File: src/rtl/max_prio_arbiter.sv
`default_nettype none
// ============================================================================
//  Module      : max_prio_arbiter
//  Description : Seven-way priority arbiter for one shared resource. The
//                highest effective priority (priority plus scaled age) wins;
//                ties rotate round-robin. A grant is held until done or a
//                hold timeout, followed by one dead cycle.
//  Revision    : 1.0 - initial release
// ============================================================================
module max_prio_arbiter #(
    parameter int MAX_HOLD  = 16,
    parameter int AGE_SHIFT = 2
) (
    input  logic       clk,
    input  logic       rst,
    input  logic [6:0] req,
    input  logic [7:0] prio0,
    input  logic [7:0] prio1,
    input  logic [7:0] prio2,
    input  logic [7:0] prio3,
    input  logic [7:0] prio4,
    input  logic [7:0] prio5,
    input  logic [7:0] prio6,
    input  logic       done,
    output logic [6:0] grant,
    output logic [2:0] grant_id,
    output logic [7:0] grant_prio,
    output logic       busy,
    output logic       timeout
);

    localparam logic [1:0] c_IDLE  = 2'd0;
    localparam logic [1:0] c_GRANT = 2'd1;
    localparam logic [1:0] c_GAP   = 2'd2;

    // Last hold count before the grant is forcibly revoked
    localparam logic [7:0] c_HOLD_LAST = 8'(MAX_HOLD - 1);

    logic [1:0] r_state;
    logic [2:0] r_rr_ptr;
    logic [7:0] r_hold_cnt;
    logic [3:0] r_age [0:6];

    logic [6:0] r_grant;
    logic [2:0] r_grant_id;
    logic [7:0] r_grant_prio;
    logic       r_busy;
    logic       r_timeout;

    logic [7:0] w_prio [0:6];
    logic [7:0] w_eff  [0:6];
    logic [7:0] w_max;
    logic [2:0] w_win;
    logic [3:0] w_idx;
    logic       w_found;

    assign w_prio[0] = prio0;
    assign w_prio[1] = prio1;
    assign w_prio[2] = prio2;
    assign w_prio[3] = prio3;
    assign w_prio[4] = prio4;
    assign w_prio[5] = prio5;
    assign w_prio[6] = prio6;

    // Effective priority: 9-bit sum of priority and shifted age, saturated to 8 bits
    generate
        for (genvar gi = 0; gi < 7; gi++) begin : g_eff
            logic [8:0] w_sum;
            assign w_sum     = {1'b0, w_prio[gi]} + ({5'd0, r_age[gi]} << AGE_SHIFT);
            assign w_eff[gi] = w_sum[8] ? 8'hFF : w_sum[7:0];
        end
    endgenerate

    // Largest effective priority among the current candidates
    always_comb begin
        w_max = 8'd0;
        for (int i = 0; i < 7; i++) begin
            if (req[i] && (w_eff[i] > w_max)) begin
                w_max = w_eff[i];
            end
        end
    end

    // First candidate holding the maximum, scanning upward from rr_ptr modulo 7
    always_comb begin
        w_win   = 3'd0;
        w_found = 1'b0;
        w_idx   = 4'd0;
        for (int k = 0; k < 7; k++) begin
            w_idx = {1'b0, r_rr_ptr} + 4'(k);
            if (w_idx >= 4'd7) begin
                w_idx = w_idx - 4'd7;
            end
            if (!w_found && req[w_idx[2:0]] && (w_eff[w_idx[2:0]] == w_max)) begin
                w_win   = w_idx[2:0];
                w_found = 1'b1;
            end
        end
    end

    // Grant lifecycle: decide in IDLE, hold in GRANT, one dead cycle in GAP
    always_ff @(posedge clk or posedge rst) begin
        if (rst) begin
            r_state      <= c_IDLE;
            r_rr_ptr     <= 3'd0;
            r_hold_cnt   <= 8'd0;
            r_grant      <= 7'd0;
            r_grant_id   <= 3'd0;
            r_grant_prio <= 8'd0;
            r_busy       <= 1'b0;
            r_timeout    <= 1'b0;
            for (int i = 0; i < 7; i++) begin
                r_age[i] <= 4'd0;
            end
        end else begin
            r_timeout <= 1'b0;
            case (r_state)
                c_IDLE: begin
                    if (req != 7'd0) begin
                        r_grant      <= 7'd1 << w_win;
                        r_grant_id   <= w_win;
                        r_grant_prio <= w_max;
                        r_busy       <= 1'b1;
                        r_hold_cnt   <= 8'd0;
                        r_rr_ptr     <= (w_win == 3'd6) ? 3'd0 : (w_win + 3'd1);
                        r_state      <= c_GRANT;
                        for (int i = 0; i < 7; i++) begin
                            if (3'(i) == w_win) begin
                                r_age[i] <= 4'd0;
                            end else if (req[i]) begin
                                if (r_age[i] != 4'd15) begin
                                    r_age[i] <= r_age[i] + 4'd1;
                                end
                            end else begin
                                r_age[i] <= 4'd0;
                            end
                        end
                    end
                end
                c_GRANT: begin
                    if (done) begin
                        r_grant <= 7'd0;
                        r_busy  <= 1'b0;
                        r_state <= c_GAP;
                    end else if (r_hold_cnt == c_HOLD_LAST) begin
                        r_grant   <= 7'd0;
                        r_busy    <= 1'b0;
                        r_timeout <= 1'b1;
                        r_state   <= c_GAP;
                    end else begin
                        r_hold_cnt <= r_hold_cnt + 8'd1;
                    end
                end
                c_GAP: begin
                    r_state <= c_IDLE;
                end
                default: begin
                    r_state <= c_IDLE;
                end
            endcase
        end
    end

    assign grant      = r_grant;
    assign grant_id   = r_grant_id;
    assign grant_prio = r_grant_prio;
    assign busy       = r_busy;
    assign timeout    = r_timeout;

endmodule
`default_nettype wire

File: config.mk
export PLATFORM = sky130hd
export DESIGN_NAME = max_prio_arbiter
export DESIGN_NICKNAME = d
export VERILOG_FILES = /design/src/rtl/max_prio_arbiter.sv
export SDC_FILE = /design/constraint.sdc
export NUM_CORES = 1
export LEC_CHECK = 0
export ABC_AREA = 1
export BUFFER_PORTS_ARGS = -buffer_cell sky130_fd_sc_hd__buf_2
export CORE_UTILIZATION = 33
export DETAILED_ROUTE_END_ITERATION = 10
export HOLD_SLACK_MARGIN = 0.12
export PLACE_DENSITY_LB_ADDON = 0.2
export SLEW_MARGIN = 20
export SYNTH_ARGS = -nofsm -noshare
export SYNTH_HDL_FRONTEND = slang
export SYNTH_SLANG_ARGS = --single-unit
File: constraint.sdc
create_clock -name clk -period 20.4 [get_ports clk]
set_clock_uncertainty 0.2 [all_clocks]
set_input_delay 0 -clock clk [delete_from_list [all_inputs] [get_ports clk]]
set_output_delay 0 -clock clk [all_outputs]
set_load 0.005 [all_outputs]
Yosys cells after proc, flatten, opt, wreduce, memory -nomap -nowiden
Cells that the tools add are included.
Widths: inputs -> output; s select.

word-level totals
  bits in registers = 61
  output and inout port bits = 20
  logic and storage cells = 265

cells by class
  add/subtract/negate cells = 29
  order comparisons = 28
  eq/ne operators = 34
  shift operators = 1
  muxes and demuxes = 110
  bitwise gates (word level) = 7
  reduce and logical (&&, ||, !) cells = 41

operator list
  cell                 number
  $mux 8               31
  $bmux 8 s3           7
  $mux 4               21
  $add 8x6->9          7
  $eq 8x8->1           7
  $gt 8x8->1           6
  $mux 3               15
  $add 4x1->4 const B  7
  $ge 4x4->1 const B   7
  $lt 3x4->1 const B   7
  $ne 4x4->1 const B   7
  $not 3->4            7
  $ge 4x3->1 const B   6
  $reduce_and 3->1     8
  $bmux 1 s3           7
  $mux 7               3
  $ne 3x1->1 const B   7
  $sub 3x3->3 const B  7
  $logic_and 1x1->1    20
  $mux 1               19
  $pmux 8 s2           1
  $pmux 7 s2           1
  $add 3x3->4 const B  3
  $eq 3x3->1 const A   3
  other kinds (24)     36

Logic depth before layout (Yosys ltp)
  depth after elaboration = 53
  depth in mapped cells = 103
  gate-level depth less buffers = 98

Worst setup path before layout
No wires, ideal clock.

  kind = flip-flop to flip-flop
  start point = reg r_age[24] (netlist bit)
  end point = reg r_age[15] (netlist bit)
  data arrival time = 11.653 ns
  data required time = 20.076 ns
  path slack = 8.424 ns
  stages on the path, launching flop included = 87
  path buffers = 6
  period minus slack after synthesis = 11.976 ns
  cells stage by stage = dfrtp_1 ha_1 inv_1 fa_1 inv_1 nand3_1 nand3_1 nand3b_1 nand2_2 nand2_1 nand2_1 inv_1 nand2_1 ha_1 nand2_1 nor2_1 nand2_1 o21ai_1 [... 51 more ...] nand2_8 xor2_2 nor2_2 nand3_4 nand3_1 nor2_1 nor2_1 nand2_1 nor2_2 nand3_4 nand2_1 inv_1 ha_1 nor4_1 nor2_1 inv_1 o21ai_0 nor3b_1

between the ends
  longest elaborated chain between the ends = 53
  elaborated cells between the ends (all ways) = 87
  those cells by class = add/sub (1); order compare (7); eq/ne (9); mux (43); reduce/logical (27)

ends and longest elaborated chain
  item                               RTL line  source
  start: declaration                 42        logic [3:0] r_age [0:6];
  start signal: indexed assignment   132       r_age[i] <= r_age[i] + 4'd1;
  $add 8x6->9 (*)                    69        assign w_sum = {1'b0, w_prio[gi]} + ({5'd0, r_age[gi]} << AGE_SHIFT);
  $mux 8 (*)                         70        assign w_eff[gi] = w_sum[8] ? 8'hFF : w_sum[7:0];
  $gt 8x1->1                         78        if (req[i] && (w_eff[i] > w_max)) begin
  $logic_and 1x1->1                  78
  $mux 8                             78
  $gt 8x8->1                         78
  $logic_and 1x1->1                  78
  $mux 8                             78
  [... 35 more ...]                  -
  $logic_and 1x1->1 (2 in a row)     94        if (!w_found && req[w_idx[2:0]] && (w_eff[w_idx[2:0]] == w_max)) begin
  $mux 1                             94
  $logic_not 1->1                    94
  $logic_and 1x1->1 (2 in a row)     94
  $mux 3 (*)                         94
  $eq 2x3->1 (*)                     128       if (3'(i) == w_win) begin
  $ne 3x1->1 (no source line)        -
  $reduce_and 3->1 (no source line)  -

Mark *: on every way between the ends. The rest lies on a longest branch, timed or not. The select of a mux whose other input is x is not followed.
A chain may end at the register's enable or synchronous reset.

Worst setup path after layout
Ends and elaborated chain as after synthesis.

==> results.toml <==
[synth]
syn-cell-area_um2 = 12470
synth-async-reset-ratio_pct = 100.0
synth_simple_gate_area_share_pct = 36.58
netlist_instances = 2126
synth-adder-area-share_pct = 10.11
ys_warn_count = 0
synth_compound_area_share_pct = 27.11
synth_mux_area_share_pct = 0.08024
synthDistinctLibCells = 64
post-synth-top-area-cell = "sky130_fd_sc_hd__nand2_1"
synth_top_cell_area_share_pct = 15.65
synth.area.top_cells = "sky130_fd_sc_hd__nand2_1, sky130_fd_sc_hd__dfrtp_1, sky130_fd_sc_hd__o21ai_0"
postSynthAreaPerCell_um2 = 5.868
synth-main-ff-cell = "sky130_fd_sc_hd__dfrtp_1"
synth_top_family_by_area = "simple AND/OR/NAND/NOR gates"
number_of_enable_flip_flop_cells_after_synthesis = 0
synth_xor_area_share_pct = 3.220
seq_area_frac_synth_pct = 12.24
postSynthNetCount = 2288
synthesized_flop_and_latch_total = 61

[critical_path]
critical_path.endpoint_type = "flop"
regToRegSetupSlack_ns = 5.99
critical_path_required_ns = 20.46
critPathSlowestCell = "sky130_fd_sc_hd__nand2_1"
cpMostUsedCell = "sky130_fd_sc_hd__nand2_1"
timing.setup.critical_path_class = "flop to flop"
crit-reg2reg-launch = "r_age[24]"
arrival_ns = 14.47
reg2regPathDepth = 77
reg2reg_to = "r_age[15]"
cp_max_fo = 17
critPathMaxStageDelay_ns = 0.53
timing.critical_path.from_type = "flop"

[hold_path]
min-delay-start = "done"
hold-path-cell-count = 3
min_delay_endpoint = "timeout"
holdCritPathClass = "primary input to flop"

[routing]
routed_via_density = 5.732
route.antenna.remaining_nets = 0
wl_per_instance_um = 22.30
dr.first_iter.drc_count = 1781
drt-pass1-iter-count = 8
routed-via-count = 15330
remaining_drc_errors = 0
route.final.wire_length_um = 59660

[timing]
final.period_utilization_pct = 70.65
achievable_frequency_mhz = 69.39
setup-tns-final_ns = 0
maxSlewHeadroom_pct = 21.19
period_minus_slack_ns = 14.41
unrepaired_setup_endpoints_after_global_routing = "no"
timing_worst_slew_pin_value_ns = 1.170
final-max-slew-violation-count = 0
finalSetupViolCount = 0
holdWs_ns = 0.1899
timing_hold_violations_final = 0

[placement]
place.port_buffers = 85
hpwl_um = 45510
gp_congestion = 1.035

[clocking]
tritoncts = "built"
worst_skew_pair.late_latency_ns = 0.35
path_clk_slew_ns = 0.06
htree_levels = 3
cts-root-buf = "sky130_fd_sc_hd__clkbuf_16"
clock_buffers_created_by_tritoncts = 9
tritoncts_num_sinks = 61
cts_buffer_depth = 2

[finish]
layout_cells_sized_above_1_pct = 11.75
areaGrowthSynthToFinish_pct = 10.45
diodes = 0
layout_commonest_cell = "sky130_fd_sc_hd__nand2_1"
leading_cell_types_in_the_layout_fill_and_taps_excluded = "sky130_fd_sc_hd__nand2_1, sky130_fd_sc_hd__o21ai_0, sky130_fd_sc_hd__inv_1"
final_net_count = 2328
fillerInstances = 4061

[global_route]
wire_length_of_the_first_global_routing_pass_um = 89070
grt_start_max_net_pins = 62
gr-usage-all-layers_pct = 30.91
grt.overflow.total = 0
grt_pass1_vias = 14300
antenna_violations_before_repair = 4

[die]
die_y_um = 196.4
floorplan.initialDensity_pct = 33.83
die-area_um2 = 38580
fp_rows = 70
floorplan.io_pins = 86
die_w_um = 196.4
total_core_area_um2 = 36870

[run]
maxCapViolCount = 0

[outcome]
outcome = "finished clean"
area by class of cell:
type	count	area [um^2]	area share, %
clock buffers	11	242.7	1.762
clock inverters	5	60.06	0.4359
inverters	243	913.4	6.629
multi-input cells	1723	9637	69.94
flip-flops and latches	61	1526	11.08
well taps	504	630.6	4.577
repair buffers	128	768.2	5.576
synth_stat cells (all sizes together) (13+ instances only):
library cell and count:
nand2 562, o21ai 265, inv 225, nand3 191, nor2 187, a21oi 152, ha 88, clkbuf 86
dfrtp 61, o211ai 44, a31oi 41, xor2 35, o2111ai 22, nor3 21, clkinv 18, nand4 17
buf 13
critical path, delay by kind of cell (launching register included):
kind	cells	cell delay, ns
and+or+nand+nor	41	6.02
buffers and inverters	9	1.19
adders and majority gates	9	2.85
xor gates and xnor gates	1	0.25
AOI/OAI and AO/OA	17	3.31
DFF	1	0.41
routing by layer:
layer | global-route usage (%) | routed length [um] | vias to the layer above
li1 | - | - | 7298
met1 | 40.23 | 24640 | 7031
met3 | 6.708 | 6471 | 161
met5 | 0 | 11 | -
met4 | 17.27 | 3435 | 2
met2 | 47.23 | 25090 | 840
worst max-delay path by stage:
stage	slack, ns	to	startpoint
2_1_floorplan	8.42	r_age[15]	r_age[24]
3_3_place_gp	6.70	r_age[15]	r_age[24]
3_5_place_dp	6.29	r_age[15]	r_age[24]
4_1_cts	6.22	r_age[15]	r_age[24]
5_1_grt	4.49	r_age[15]	r_age[24]
6_report	5.99	r_age[15]	r_age[24]
registers in the layout, indices dropped and copies added, names as in the netlist:
name / cells
r_rr_ptr: 3
grant_prio: 8
r_hold_cnt: 8
timeout: 1
grant: 7
r_state: 2
r_age: 28
grant_id: 3
busy: 1
logic make-up after synthesis:
group,Yosys count
buffers and inverters,342
multiplexers,1
adder cells (fa/ha/maj),96
AND/OR/NAND/NOR,999
AO/OA/AOI/OAI,582
flip-flops,61
XOR/XNOR,45
per-stage QoR:
| stage | setup WS (ns) | cell area [um^2] | instances | utilization, % |
|---|---|---|---|---|
| detailed placement | 6.290 | 13390 | 2651 | 36.32 |
| CTS | 6.223 | 13770 | 2675 | 37.36 |
| floorplan | 8.424 | 12470 | 2126 | - |
| global placement | 6.702 | 13390 | 2651 | 36.32 |
| global route | 4.489 | 13780 | 2675 | 37.37 |
| finish | 5.988 | 13780 | 2675 | 37.37 |
repair_timing:
action,in CTS,in global routing
endpoints found under the hold margin,97,0
resized for setup,0,0
hold buffers,8,0
buffers inserted,0,0
Power is left out: the tool's default activity adds up to more than one toggle a clock period on the data nets, which glitch-free logic cannot reach.
